===== config.mk =====
export PLATFORM = sky130hd
export DESIGN_NAME = pipe_approx_adder
export DESIGN_NICKNAME = d
export VERILOG_FILES = /design/src/rtl/approx_adder_pkg.sv /design/src/rtl/adder_seg.sv /design/src/rtl/pipe_approx_adder.sv
export SDC_FILE = /design/constraint.sdc
export NUM_CORES = 1
export LEC_CHECK = 0
export CAP_MARGIN = 20
export CORE_ASPECT_RATIO = 0.7
export CORE_MARGIN = 4
export CORE_UTILIZATION = 25
export DETAILED_ROUTE_END_ITERATION = 8
export PLACE_DENSITY = 0.51
export SYNTH_ARGS = -nofsm -noshare
export SYNTH_HDL_FRONTEND = slang
export SYNTH_SLANG_ARGS = --single-unit
export TNS_END_PERCENT = 20

===== constraint.sdc =====
create_clock -name clk -period 7.1 [get_ports clk]
set_clock_uncertainty 0.1 [all_clocks]
set_input_delay 1.42 -clock clk [delete_from_list [all_inputs] [get_ports clk]]
set_output_delay 1.42 -clock clk [all_outputs]
set_load 0.01 [all_outputs]

===== src/rtl/approx_adder_pkg.sv =====
// Shared types for the pipelined approximate adder: transaction mode, stage payload, LOA mask helper.
// Payload fields are sized for the widest supported datapath (LOA_MAX_W); narrower instances use the low bits.
package approx_adder_pkg;

  localparam int LOA_MAX_W = 64;

  typedef enum logic {
    MODE_EXACT = 1'b0,
    MODE_LOA   = 1'b1
  } add_mode_e;

  typedef struct packed {
    logic [LOA_MAX_W-1:0] a;
    logic [LOA_MAX_W-1:0] b;
    logic [LOA_MAX_W-1:0] y;
    logic                 carry;
    add_mode_e            mode;
    logic                 vld;
  } stage_t;

  // Bit i is set when bit i lies inside the low k approximate bits and below width.
  function automatic logic [LOA_MAX_W-1:0] loa_mask(input int k, input int width);
    logic [LOA_MAX_W-1:0] m;
    m = '0;
    for (int i = 0; i < LOA_MAX_W; i++) begin
      if (i < k && i < width) m[i] = 1'b1;
    end
    return m;
  endfunction

endpackage


===== src/rtl/adder_seg.sv =====
// Combinational SEG-bit segment adder; bit i is OR-approximated when in LOA mode and BASE+i < APPROX_BITS.
// Zero latency, no handshake; carry out of an approximate bit is a&b (the LOA carry), never a ripple carry.
module adder_seg
  import approx_adder_pkg::*;
#(
  parameter int SEG         = 8,
  parameter int BASE        = 0,
  parameter int APPROX_BITS = 4
) (
  input  logic [SEG-1:0] a_seg,
  input  logic [SEG-1:0] b_seg,
  input  logic           cin,
  input  add_mode_e      mode,
  output logic [SEG-1:0] s_seg,
  output logic           cout
);

  localparam logic [LOA_MAX_W-1:0] APPROX_MASK = loa_mask(APPROX_BITS, BASE + SEG);

  logic [SEG:0] c;

  always_comb begin
    c     = '0;
    c[0]  = cin;
    s_seg = '0;
    for (int i = 0; i < SEG; i++) begin
      if (mode == MODE_LOA && APPROX_MASK[BASE+i]) begin
        s_seg[i] = a_seg[i] | b_seg[i];
        c[i+1]   = a_seg[i] & b_seg[i];
      end else begin
        s_seg[i] = a_seg[i] ^ b_seg[i] ^ c[i];
        c[i+1]   = (a_seg[i] & b_seg[i]) | (c[i] & (a_seg[i] ^ b_seg[i]));
      end
    end
  end

  assign cout = c[SEG];

endmodule


===== src/rtl/pipe_approx_adder.sv =====
// Pipelined exact/LOA adder: STAGES carry segments, latency STAGES cycles, one result per cycle.
// Backpressure ripples combinationally from out_ready to in_ready; bubbles collapse, no skid buffer.
module pipe_approx_adder
  import approx_adder_pkg::*;
#(
  parameter int WIDTH       = 16,
  parameter int STAGES      = 2,
  parameter int APPROX_BITS = 4
) (
  input  logic             clk,
  input  logic             rst_n,
  input  logic             in_valid,
  output logic             in_ready,
  input  logic [WIDTH-1:0] a,
  input  logic [WIDTH-1:0] b,
  input  logic             cin,
  input  logic             approx_en,
  output logic             out_valid,
  input  logic             out_ready,
  output logic [WIDTH-1:0] y,
  output logic             cout
);

  localparam int SEG  = WIDTH / STAGES;
  localparam int LAST = STAGES - 1;

  stage_t src  [STAGES];
  stage_t st_d [STAGES];
  stage_t st_q [STAGES];

  logic [STAGES-1:0][SEG-1:0] seg_a;
  logic [STAGES-1:0][SEG-1:0] seg_b;
  logic [STAGES-1:0][SEG-1:0] seg_s;
  logic [STAGES-1:0]          seg_cin;
  logic [STAGES-1:0]          seg_cout;
  add_mode_e                  seg_mode [STAGES];
  logic [STAGES-1:0]          adv;

  // Stage 0 consumes the port operands; stage k consumes the payload registered by stage k-1.
  always_comb begin
    src[0]                = '0;
    src[0].a[WIDTH-1:0]   = a;
    src[0].b[WIDTH-1:0]   = b;
    src[0].carry          = cin;
    src[0].mode           = approx_en ? MODE_LOA : MODE_EXACT;
    src[0].vld            = in_valid;
    for (int k = 1; k < STAGES; k++) begin
      src[k] = st_q[k-1];
    end
    for (int k = 0; k < STAGES; k++) begin
      seg_a[k]    = src[k].a[k*SEG +: SEG];
      seg_b[k]    = src[k].b[k*SEG +: SEG];
      seg_cin[k]  = src[k].carry;
      seg_mode[k] = src[k].mode;
    end
  end

  for (genvar k = 0; k < STAGES; k++) begin : g_seg
    adder_seg #(
      .SEG        (SEG),
      .BASE       (k * SEG),
      .APPROX_BITS(APPROX_BITS)
    ) u_seg (
      .a_seg(seg_a[k]),
      .b_seg(seg_b[k]),
      .cin  (seg_cin[k]),
      .mode (seg_mode[k]),
      .s_seg(seg_s[k]),
      .cout (seg_cout[k])
    );
  end

  always_comb begin
    adv       = '0;
    adv[LAST] = !st_q[LAST].vld || out_ready;
    for (int k = LAST - 1; k >= 0; k--) begin
      adv[k] = !st_q[k].vld || adv[k+1];
    end
  end

  always_comb begin
    for (int k = 0; k < STAGES; k++) begin
      st_d[k] = st_q[k];
      if (adv[k]) begin
        st_d[k]                  = src[k];
        st_d[k].y[k*SEG +: SEG]  = seg_s[k];
        st_d[k].carry            = seg_cout[k];
      end
    end
  end

  always_ff @(posedge clk) begin
    if (!rst_n) begin
      for (int k = 0; k < STAGES; k++) st_q[k] <= '0;
    end else begin
      for (int k = 0; k < STAGES; k++) st_q[k] <= st_d[k];
    end
  end

  assign in_ready  = adv[0];
  assign out_valid = st_q[LAST].vld;
  assign y         = st_q[LAST].y[WIDTH-1:0];
  assign cout      = st_q[LAST].carry;

endmodule


==> Word-level counts from Yosys, hierarchy flattened <==
Memory sizes are Yosys's and may differ from the RTL's.
Index checks and enable logic that the tools add are counted.
{ "word_totals": {"regBits": 0, "mem_bits_rw": 390, "inputBits": 38, "output_inout_bits": 19, "elab_cells": 106, "mem_count": 1} }
{ "memory_table": {"columns": ["memory", "depth", "width", "rd", "rd_ports_with_merged_regs", "wr", "line", "rtl"], "rows": [
  ["st_q", 2, 195, 2, 0, 2, "pipe_approx_adder.sv:29", "stage_t st_q [STAGES];"]
]} }
{ "classes": {"n_mux": 15, "n_bitwise": 86, "reduce_logical": 4} }
{ "op_table": {"columns": ["operator", "count"], "rows": [
  ["$mux W195", 4],
  ["$and A1 B1 Y1", 32],
  ["$xor A1 B1 Y1", 32],
  ["$or A1 B1 Y1", 22],
  ["$mux W1", 11],
  ["$logic_not A1 Y1", 2],
  ["$logic_or A1 B1 Y1", 2]
]} }

==> Logic depth before layout (Yosys ltp) <==
Gate-level depths: netlist (run 1).
{ "logic_depth": {"depth_word": 23, "mapped_depth": 15, "depth_no_buf": 15} }

==> Hierarchy <==
From an unflattened synthesis (run 1), not the netlist that was laid out.
{ "unflattened": {"cells_unflattened": 257, "hier_area_um2": 2409.8} }
{ "by_module_without_submodules": {"columns": ["module", "n_inst", "cells_per_inst", "area_each_um2", "seq_area_each_um2"], "rows": [
  ["pipe_approx_adder", 1, 197, 1791.7, 900.9],
  ["adder_seg (g_seg[0].u_seg)", 1, 42, 420.4, 0.0],
  ["adder_seg (g_seg[1].u_seg)", 1, 18, 197.7, 0.0]
]} }

==> Least setup slack after synthesis (run 1) <==
OpenSTA, ideal clock, no wires.
{ "synth_path": {"path_kind": "input -> register", "start": "input a[0]", "end": "memory st_q[0][10] (netlist bit)", "setup_time_ns": 0.059, "t_arrival_ns": 5.213, "required_time_ns": 6.941, "path_slack_ns": 1.729, "cell_stages": 15, "path_buffers": 0, "cell_sequence": "fa_1 -> mux2_2 -> fa_1 -> mux2_2 -> fa_1 -> mux2i_1 -> fa_1 -> o21ai_0 -> fa_1 -> fa_1 -> fa_1 -> inv_1 -> fa_1 -> nand2_1 -> o211a_1"} }
{ "synth_lines": {"columns": ["element", "line", "rtl"], "rows": [
  ["start: declaration", "pipe_approx_adder.sv:14", "input logic [WIDTH-1:0] a,"],
  ["end: declaration", "pipe_approx_adder.sv:29", null]
]} }

==> results of run 1 <==
-- layer usage --
metal / routed length [µm] / GRT usage, %
met1: 2500 / 13.6
met2: 2120 / 16.0
met3: 270 / 3.39
met4: 0 / 1.87
met5: 0 / 0
-- layout make-up --
class | instances | area, µm²
Multi-Input combinational cell | 159 | 1150
Clock buffer | 6 | 129
Clock inverter | 1 | 5.00
Timing Repair Buffer | 59 | 591
Sequential cell | 44 | 881
Inverter | 19 | 76.3
Fill cell | 900 | 5530
Tap cell | 120 | 150
-- cell usage in the layout (no fill, tap or decap), drive strengths merged --
master,Yosys,layout
o211ai,3,3
nand2b,1,1
o21ai,1,1
buf,8,3
and3b,1,1
clkdlybuf4s50,0,56
ha,8,8
clkbuf,5,6
o211a,5,5
a21boi,37,37
fa,16,16
clkinv,1,2
mux2,2,2
nand2,80,80
inv,18,18
dfxtp,44,44
mux2i,2,2
nor2b,1,1
o21a,2,2
-- worst max-delay path, cell delays in order --
cell	delay [ns]
clkdlybuf4s50_1	0.48
fa_1	0.45
mux2_2	0.28
fa_1	0.35
mux2_2	0.27
fa_1	0.36
mux2i_1	0.16
fa_1	0.18
o21ai_0	0.08
fa_1	0.40
fa_1	0.38
fa_1	0.36
inv_1	0.07
fa_1	0.40
nand2_1	0.07
o211a_1	0.14
-- cell usage after synthesis (3+ instances only) --
| master | number | area [µm²] |
|---|---|---|
| a21boi_0 | 36 | 270 |
| inv_1 | 18 | 67.6 |
| clkbuf_1 | 5 | 18.8 |
| o211ai_1 | 3 | 22.5 |
| ha_1 | 8 | 100 |
| fa_1 | 16 | 320 |
| buf_6 | 3 | 33.8 |
| o211a_1 | 5 | 50.1 |
| dfxtp_1 | 44 | 881 |
| buf_4 | 3 | 22.5 |
| nand2_1 | 80 | 300 |
-- where the power goes --
group          internal (mW)  switching (mW)  total (mW)
Combinational         0.0591          0.0448       0.104
Clock                  0.128          0.0852       0.213
Sequential             0.268          0.0110       0.279
Total                  0.455           0.141       0.596
-- worst paths after layout --
| check | startpoint | cells past startpoint | slack, ns | to |
|---|---|---|---|---|
| hold / removal | st_q[0][198]$_SDFFE_PN0P_ | 2 | 0.36 | st_q[0][198]$_SDFFE_PN0P_ |
| setup reg to reg | st_q[0][2]$_SDFFE_PN0P_ | 13 | 2.84 | st_q[0][213]$_SDFFE_PN0P_ |
| setup / recovery | a[0] | 16 | 1.36 | st_q[0][10]$_SDFFE_PN0P_ |
| hold reg to reg | st_q[0][198]$_SDFFE_PN0P_ | 2 | 0.36 | st_q[0][198]$_SDFFE_PN0P_ |
-- cell families (layout without fill, tap and decap cells) --
logic type      count (synthesis)  count (layout)  synth area share [%]
fa+ha+maj                      24              24                  19.1
flops                          44              44                  40.1
buf+inv                        32              85                  7.35
simple gates                   83              83                  14.6
mux                             4               4                  1.94
compound gates                 48              48                  16.9
==> impl_metrics.toml, run 1 <==
[finish]
regMostFlops = "st_q"
final_util_pct = 35.1
syn2layout_area_growth_pct = 35.9
final_cells = 408
largest_reg_flops = 44
final_cell_area_um2 = 2990
antenna_cells = 0
fin_nets = 350
drive_above_1_share_pct = 4.17
reg.largest.list = "st_q: 44 flops"

[global_routing]
grt_first_pass_wirelength_um = 8260
antenna_found_initial = 0
gr-total-overflow = 0
grtUsageTotal_pct = 10.1
grt_max_degree = 45
grt_pass1_vias = 1734

[place]
gp_congestion = 0.690
place.port_buffers = 56
dp_slack_ns = 1.03
dp_hpwl_um = 3540
dp.cells = 399
placed_cell_area_um2 = 2830

[sta]
final-hold-violation-count = 0
setup_tns_ns = 0
slew_viol_final = 0
worstMarginPinSlew_ns = 0.829
max_freq_mhz = 174
rsz0062_at_grt = "false"
whs_ns = 0.355
period_share_pct = 80.8
min_period_ns = 5.74
postLayoutSetupSlackWorst_ns = 1.36
setup_viol = 0
relSlewSlack_pct = 44.7

[yosys]
yosys.cell_types.count = 21
ys_ff_latch = 44
async_flop_share_pct = 0
synthCells = 235
synth_fp_nets = 297
yosys_warnings = 0
avgSynthCellArea_um2 = 9.35
ys.flop_type = "dfxtp_1"
yosysSeqAreaShare_pct = 40.1
synth_edf_count = 0
synth_area_um2 = 2200

[clock_tree]
cts_resized = 0
clkSinkCount = 44
root_buffer = "clkbuf_16"
clk_pin_slew_ns = 0.06
cts_tree = "yes"
postCtsHoldBufs = 0
cts_setup_buffers = 0
clk_latency_ns = 0.27
cts_buffers = 5
cts_max_level = 2
clock_path_buffers = 2

[die]
coreArea_um2 = 8510
initial_core_util_pct = 25.8
die_x_um = 120
num_io_pins = 57
dieArea_um2 = 10400
die_y_um = 86.4
num_rows = 28

[power]
powerDensity_nw_per_um2 = 199
p_leak_nw = 1.27
finalPower_mw = 0.596
ir_worst_vdd_uv = 83.0

[setup_path]
cp-end-kind = "flip-flop"
crit_arrival_ns = 5.86
critical_path_class = "input port to flip-flop"
cp.required_ns = 7.22
crit_path_start_kind = "input port"
critPathMaxFanout = 3

[drt]
via_per_inst = 3.95
antenna_left = 0
drcViolationCount = 0
dr.pass1.iters = 4
routed_wl_um = 4890
wl_per_cell_um = 12.0
drt_iter0_markers = 39
vias = 1613

[flow_run]
drv_cap = 0

[worst_hold_path]
hold_class = "flip-flop to flip-flop"

[run_status]
status = "completed"
Note: power is estimated with default switching activity, not from simulation.
==> run 2, diff against run 1 <==
PLACE_DENSITY = 0.52   (was 0.51)
clock period = 5.1 ns   (was 7.1 ns; I/O delays follow)
==> impl_metrics.toml, run 2 (synthesis results as in run 1) <==
[run_status]
status = "completed"

[sta]
relSlewSlack_pct = 44.3
whs_ns = 0.359
slew_viol_final = 0
setup_viol = 0
setup_tns_ns = 0
period_share_pct = 97.0
postLayoutSetupSlackWorst_ns = 0.153
min_period_ns = 4.95
max_freq_mhz = 202
rsz0062_at_grt = "false"
final-hold-violation-count = 0
worstMarginPinSlew_ns = 0.835

[drt]
via_per_inst = 4.00
antenna_left = 0
drcViolationCount = 0
vias = 1648
wl_per_cell_um = 12.1
routed_wl_um = 5000
drt_iter0_markers = 37
dr.pass1.iters = 4

[finish]
regMostFlops = "st_q"
syn2layout_area_growth_pct = 40.5
drive_above_1_share_pct = 9.25
layout_commonest_cell = "nand2_1"
fillCellCount = 889
reg.largest.list = "st_q: 44 flops"
fin_nets = 353
final_cell_area_um2 = 3090
regArea_um2 = 881
final_cells = 412
final_util_pct = 36.3
multiInputGateArea_um2 = 1200
final_cell_mix = "nand2_1, clkdlybuf4s50_1, dfxtp_1"
largest_reg_flops = 44
antenna_cells = 0

[setup_path]
slowest_delay_ns = 0.41
crit_arrival_ns = 5.08
cp.required_ns = 5.23
crit_path_cell_trace = "dlygate4sd2_1, fa_2, mux2_4, fa_2, mux2_4, fa_2, mux2i_4, fa_2, o21ai_2, fa_2, fa_2, fa_2, inv_2, fa_1, nand2_1, o211a_1"
worst_path_max_delay_cell = "fa_1"
path_common_cell = "fa_2"
r2r_end = "st_q[0][213]$_SDFFE_PN0P_"
cp-end-kind = "flip-flop"
crit_path_start_kind = "input port"
cpLargestDelayFamily = "adder cells"
crit_buf_inv = 2
rrSetupSlack_ns = 0.86
worstSetupPathDepth = 16
critPathMaxFanout = 2
r2r-start = "st_q[0][2]$_SDFFE_PN0P_"
critical_path_class = "input port to flip-flop"
reg2reg_depth = 13

[die]
num_rows = 28
num_io_pins = 57
coreArea_um2 = 8510
initial_core_util_pct = 25.8
die_x_um = 120
dieArea_um2 = 10400
die_y_um = 86.4

[place]
place.port_buffers = 56
dp_hpwl_um = 3550
placed_cell_area_um2 = 2860
dp.cells = 403
dp_slack_ns = -0.515
gp_congestion = 0.700

[global_routing]
gr-total-overflow = 0
grt_first_pass_wirelength_um = 8470
grt_max_degree = 45
antenna_found_initial = 0
grtUsageTotal_pct = 10.5
grt_pass1_vias = 1762

[worst_hold_path]
whs_path_depth = 2
hold_class = "flip-flop to flip-flop"
holdPathEnd = "st_q[0][146]$_SDFFE_PN0P_"
min_from = "st_q[0][146]$_SDFFE_PN0P_"

[power]
p_leak_nw = 1.31
powerDensity_nw_per_um2 = 302
finalPower_mw = 0.933
ir_worst_vdd_uv = 174

[flow_run]
drv_cap = 0

[clock_tree]
root_buffer = "clkbuf_16"
cts_buffers = 5
clock_path_buffers = 2
cts_tree = "yes"
clk_pin_slew_ns = 0.06
clkSinkCount = 44
clk_latency_ns = 0.29
cts_max_level = 2
postCtsHoldBufs = 0
-- run 2: layout make-up --
cell class,count,area share (%)
multi-input combinational,159,38.7
sequential,44,28.5
inverter,19,2.47
tap,120,4.86
clock inverter,1,0.972
timing repair buffer,62,19.5
clock buffer,7,4.94
-- run 2: repair_timing --
item	CTS	global route
buffers inserted	0	0
endpoints found under the setup margin	1	1
pin swaps	6	3
gates resized for setup	16	1
-- run 2: worst max-delay path by stage --
stage | to | startpoint
floorplan | st_q[0][10]$_SDFFE_PN0P_ | a[0]
global placement | st_q[0][10]$_SDFFE_PN0P_ | a[0]
detailed placement | st_q[0][10]$_SDFFE_PN0P_ | a[0]
CTS | st_q[0][10]$_SDFFE_PN0P_ | a[0]
global route | st_q[0][10]$_SDFFE_PN0P_ | a[0]
finish | st_q[0][10]$_SDFFE_PN0P_ | a[0]
-- run 2: power breakdown --
part / switching [mW] / internal (mW)
Sequential: 0.0160 / 0.373
Clock: 0.133 / 0.258
Combinational: 0.0660 / 0.0873
Total: 0.215 / 0.718
-- run 2: per-layer routing --
| metal | track usage [%] | share of wire [%] |
|---|---|---|
| met5 | 0 | 0 |
| met4 | 3.74 | 1.5 |
| met3 | 3.78 | 5.6 |
| met1 | 14.2 | 52 |
| met2 | 15.6 | 41 |
-- run 2: worst min-delay path: stages, from the launching register on --
cell and delay (ns):
dfxtp_1 0.31, nand2_1 0.05, a21boi_0 0.06
==> run 3, diff against run 2 <==
SETUP_SLACK_MARGIN = 0.02   (was default)
==> impl_metrics.toml, run 3 (synthesis results as in run 1) <==
[run_status]
status = "completed"

[setup_path]
crit_path_cell_trace = "dlygate4sd2_1, fa_2, mux2_4, fa_2, mux2_4, fa_2, mux2i_4, fa_2, o21ai_2, fa_2, fa_2, fa_2, inv_2, fa_1, nand2_1, o211a_1"
crit_arrival_ns = 5.05
cp-end-kind = "flip-flop"
critPathMaxFanout = 2
path_common_cell = "fa_2"
crit_start = "a[0]"
crit_path_start_kind = "input port"
r2r_end = "st_q[0][213]$_SDFFE_PN0P_"
slowest_delay_ns = 0.41
rrSetupSlack_ns = 0.86
cp.required_ns = 5.23
worst_path_max_delay_cell = "fa_1"
r2r-start = "st_q[0][2]$_SDFFE_PN0P_"
critical_path_class = "input port to flip-flop"
reg2reg_depth = 13

[clock_tree]
cts_max_level = 2
postCtsHoldBufs = 0
clk_latency_ns = 0.29
root_buffer = "clkbuf_16"
clk_pin_slew_ns = 0.06
clkSinkCount = 44
cts_tree = "yes"
cts_buffers = 5
cts_setup_buffers = 0
clock_path_buffers = 2

[global_routing]
met3_usage_pct = 3.78
grt_pass1_vias = 1762
grt_first_pass_wirelength_um = 8470
grt_max_degree = 45
grtUsageMet2_pct = 15.6
grtUsageTotal_pct = 10.5
grt_busiest_layer = "met2"
antenna_found_initial = 0
use_met1_pct = 14.2
gr-total-overflow = 0

[finish]
layout_commonest_cell = "nand2_1"
regMostFlops = "st_q"
antenna_cells = 0
regArea_um2 = 881
syn2layout_area_growth_pct = 40.5
fin_nets = 353
multiInputGateArea_um2 = 1200
final_cell_area_um2 = 3090
drive_above_1_share_pct = 9.25
largest_reg_flops = 44
final_cell_mix = "nand2_1, clkdlybuf4s50_1, dfxtp_1"
fillCellCount = 889
reg.largest.list = "st_q: 44 flops"

[drt]
via_per_inst = 4.01
drcViolationCount = 0
drt_iter0_markers = 37
dr.pass1.iters = 4
wl_per_cell_um = 12.1
routed_wl_um = 4990
vias = 1651
antenna_left = 0

[power]
clkPwrFrac_pct = 41.9
p_comb_share_pct = 16.4
p_sw_share_pct = 23.0
power.switching_mw = 0.215
seqPwrFrac_pct = 41.7
powerDensity_nw_per_um2 = 302
p_leak_nw = 1.31
p_int_mw = 0.718
ir_worst_vdd_uv = 174

[die]
num_rows = 28
die_y_um = 86.4
coreArea_um2 = 8510
num_io_pins = 57
initial_core_util_pct = 25.8
die_x_um = 120
dieArea_um2 = 10400

[sta]
max_freq_mhz = 203
worstMarginPinSlew_ns = 0.835
whs_ns = 0.359
period_share_pct = 96.4
min_period_ns = 4.92
rsz0062_at_grt = "false"
final-hold-violation-count = 0
relSlewSlack_pct = 44.3
setup_viol = 0
slew_viol_final = 0

[worst_hold_path]
hold_class = "flip-flop to flip-flop"
whs_path_depth = 2
holdPathEnd = "st_q[0][146]$_SDFFE_PN0P_"
min_from = "st_q[0][146]$_SDFFE_PN0P_"

[place]
dp_hpwl_um = 3550
place.port_buffers = 56
gp_congestion = 0.700
placed_cell_area_um2 = 2860

[flow_run]
drv_cap = 0
==> run 3: layout make-up <==
type,instances,share of cell area [%]
clock buffer,7,4.94
clock inverter,1,0.972
inverter,19,2.47
multi-input combinational,159,38.7
sequential,44,28.5
tap,120,4.86
timing repair buffer,62,19.5
==> run 3: power by group through the flow <==
stage / sequential [mW] / clock (mW) / combinational [mW]
finish: 0.389 / 0.391 / 0.153
global route: 0.393 / 0.420 / 0.174
CTS: 0.389 / 0.402 / 0.156
detailed placement: 0.396 / 0 / 0.150
global placement: 0.396 / 0 / 0.148
floorplan: 0.400 / 0 / 0.0651
==> run 3: worst max-delay path, delay by kind of cell <==
| kind | cells | cell delay (ns) |
|---|---|---|
| compound gates | 2 | 0.20 |
| fa+ha+maj | 8 | 2.70 |
| buf+inv | 2 | 0.32 |
| mux | 3 | 0.72 |
| simple gates | 1 | 0.07 |
==> run 3: metal layers <==
| metal | up-vias | wire, µm |
|---|---|---|
| li1 | 851 | - |
| met1 | 756 | 2570 |
| met2 | 36 | 2060 |
| met3 | 8 | 281 |
| met4 | 0 | 77 |
| met5 | - | 0 |
==> run 3: timing repair <==
action / CTS / global route
pin swaps: 6 / 4
gates resized for setup: 16 / 1
setup endpoints to repair: 1 / 1
==> run 3: stage by stage <==
stage | setup slack, ns | util [%] | std cells | TNS [ns] | power (mW)
after detailed placement | -0.515 | 33.6 | 403 | -0.959 | 0.546
final | 0.181 | 36.3 | 412 | 0 | 0.933
after floorplan | 0.129 | - | 235 | 0 | 0.465
after global placement | -0.444 | 33.6 | 403 | -0.766 | 0.544
after CTS | 0.0570 | 36.1 | 411 | 0 | 0.947
after global routing | 0.0361 | 36.3 | 412 | 0 | 0.987
==> run 3: worst max path at each step <==
stage | end | slack, ns | cells after the start
CTS | st_q[0][10]$_SDFFE_PN0P_ | 0.06 | 16
global placement | st_q[0][10]$_SDFFE_PN0P_ | -0.44 | 16
global route | st_q[0][10]$_SDFFE_PN0P_ | 0.04 | 16
floorplan | st_q[0][10]$_SDFFE_PN0P_ | 0.13 | 15
detailed placement | st_q[0][10]$_SDFFE_PN0P_ | -0.51 | 16
finish | st_q[0][10]$_SDFFE_PN0P_ | 0.18 | 16
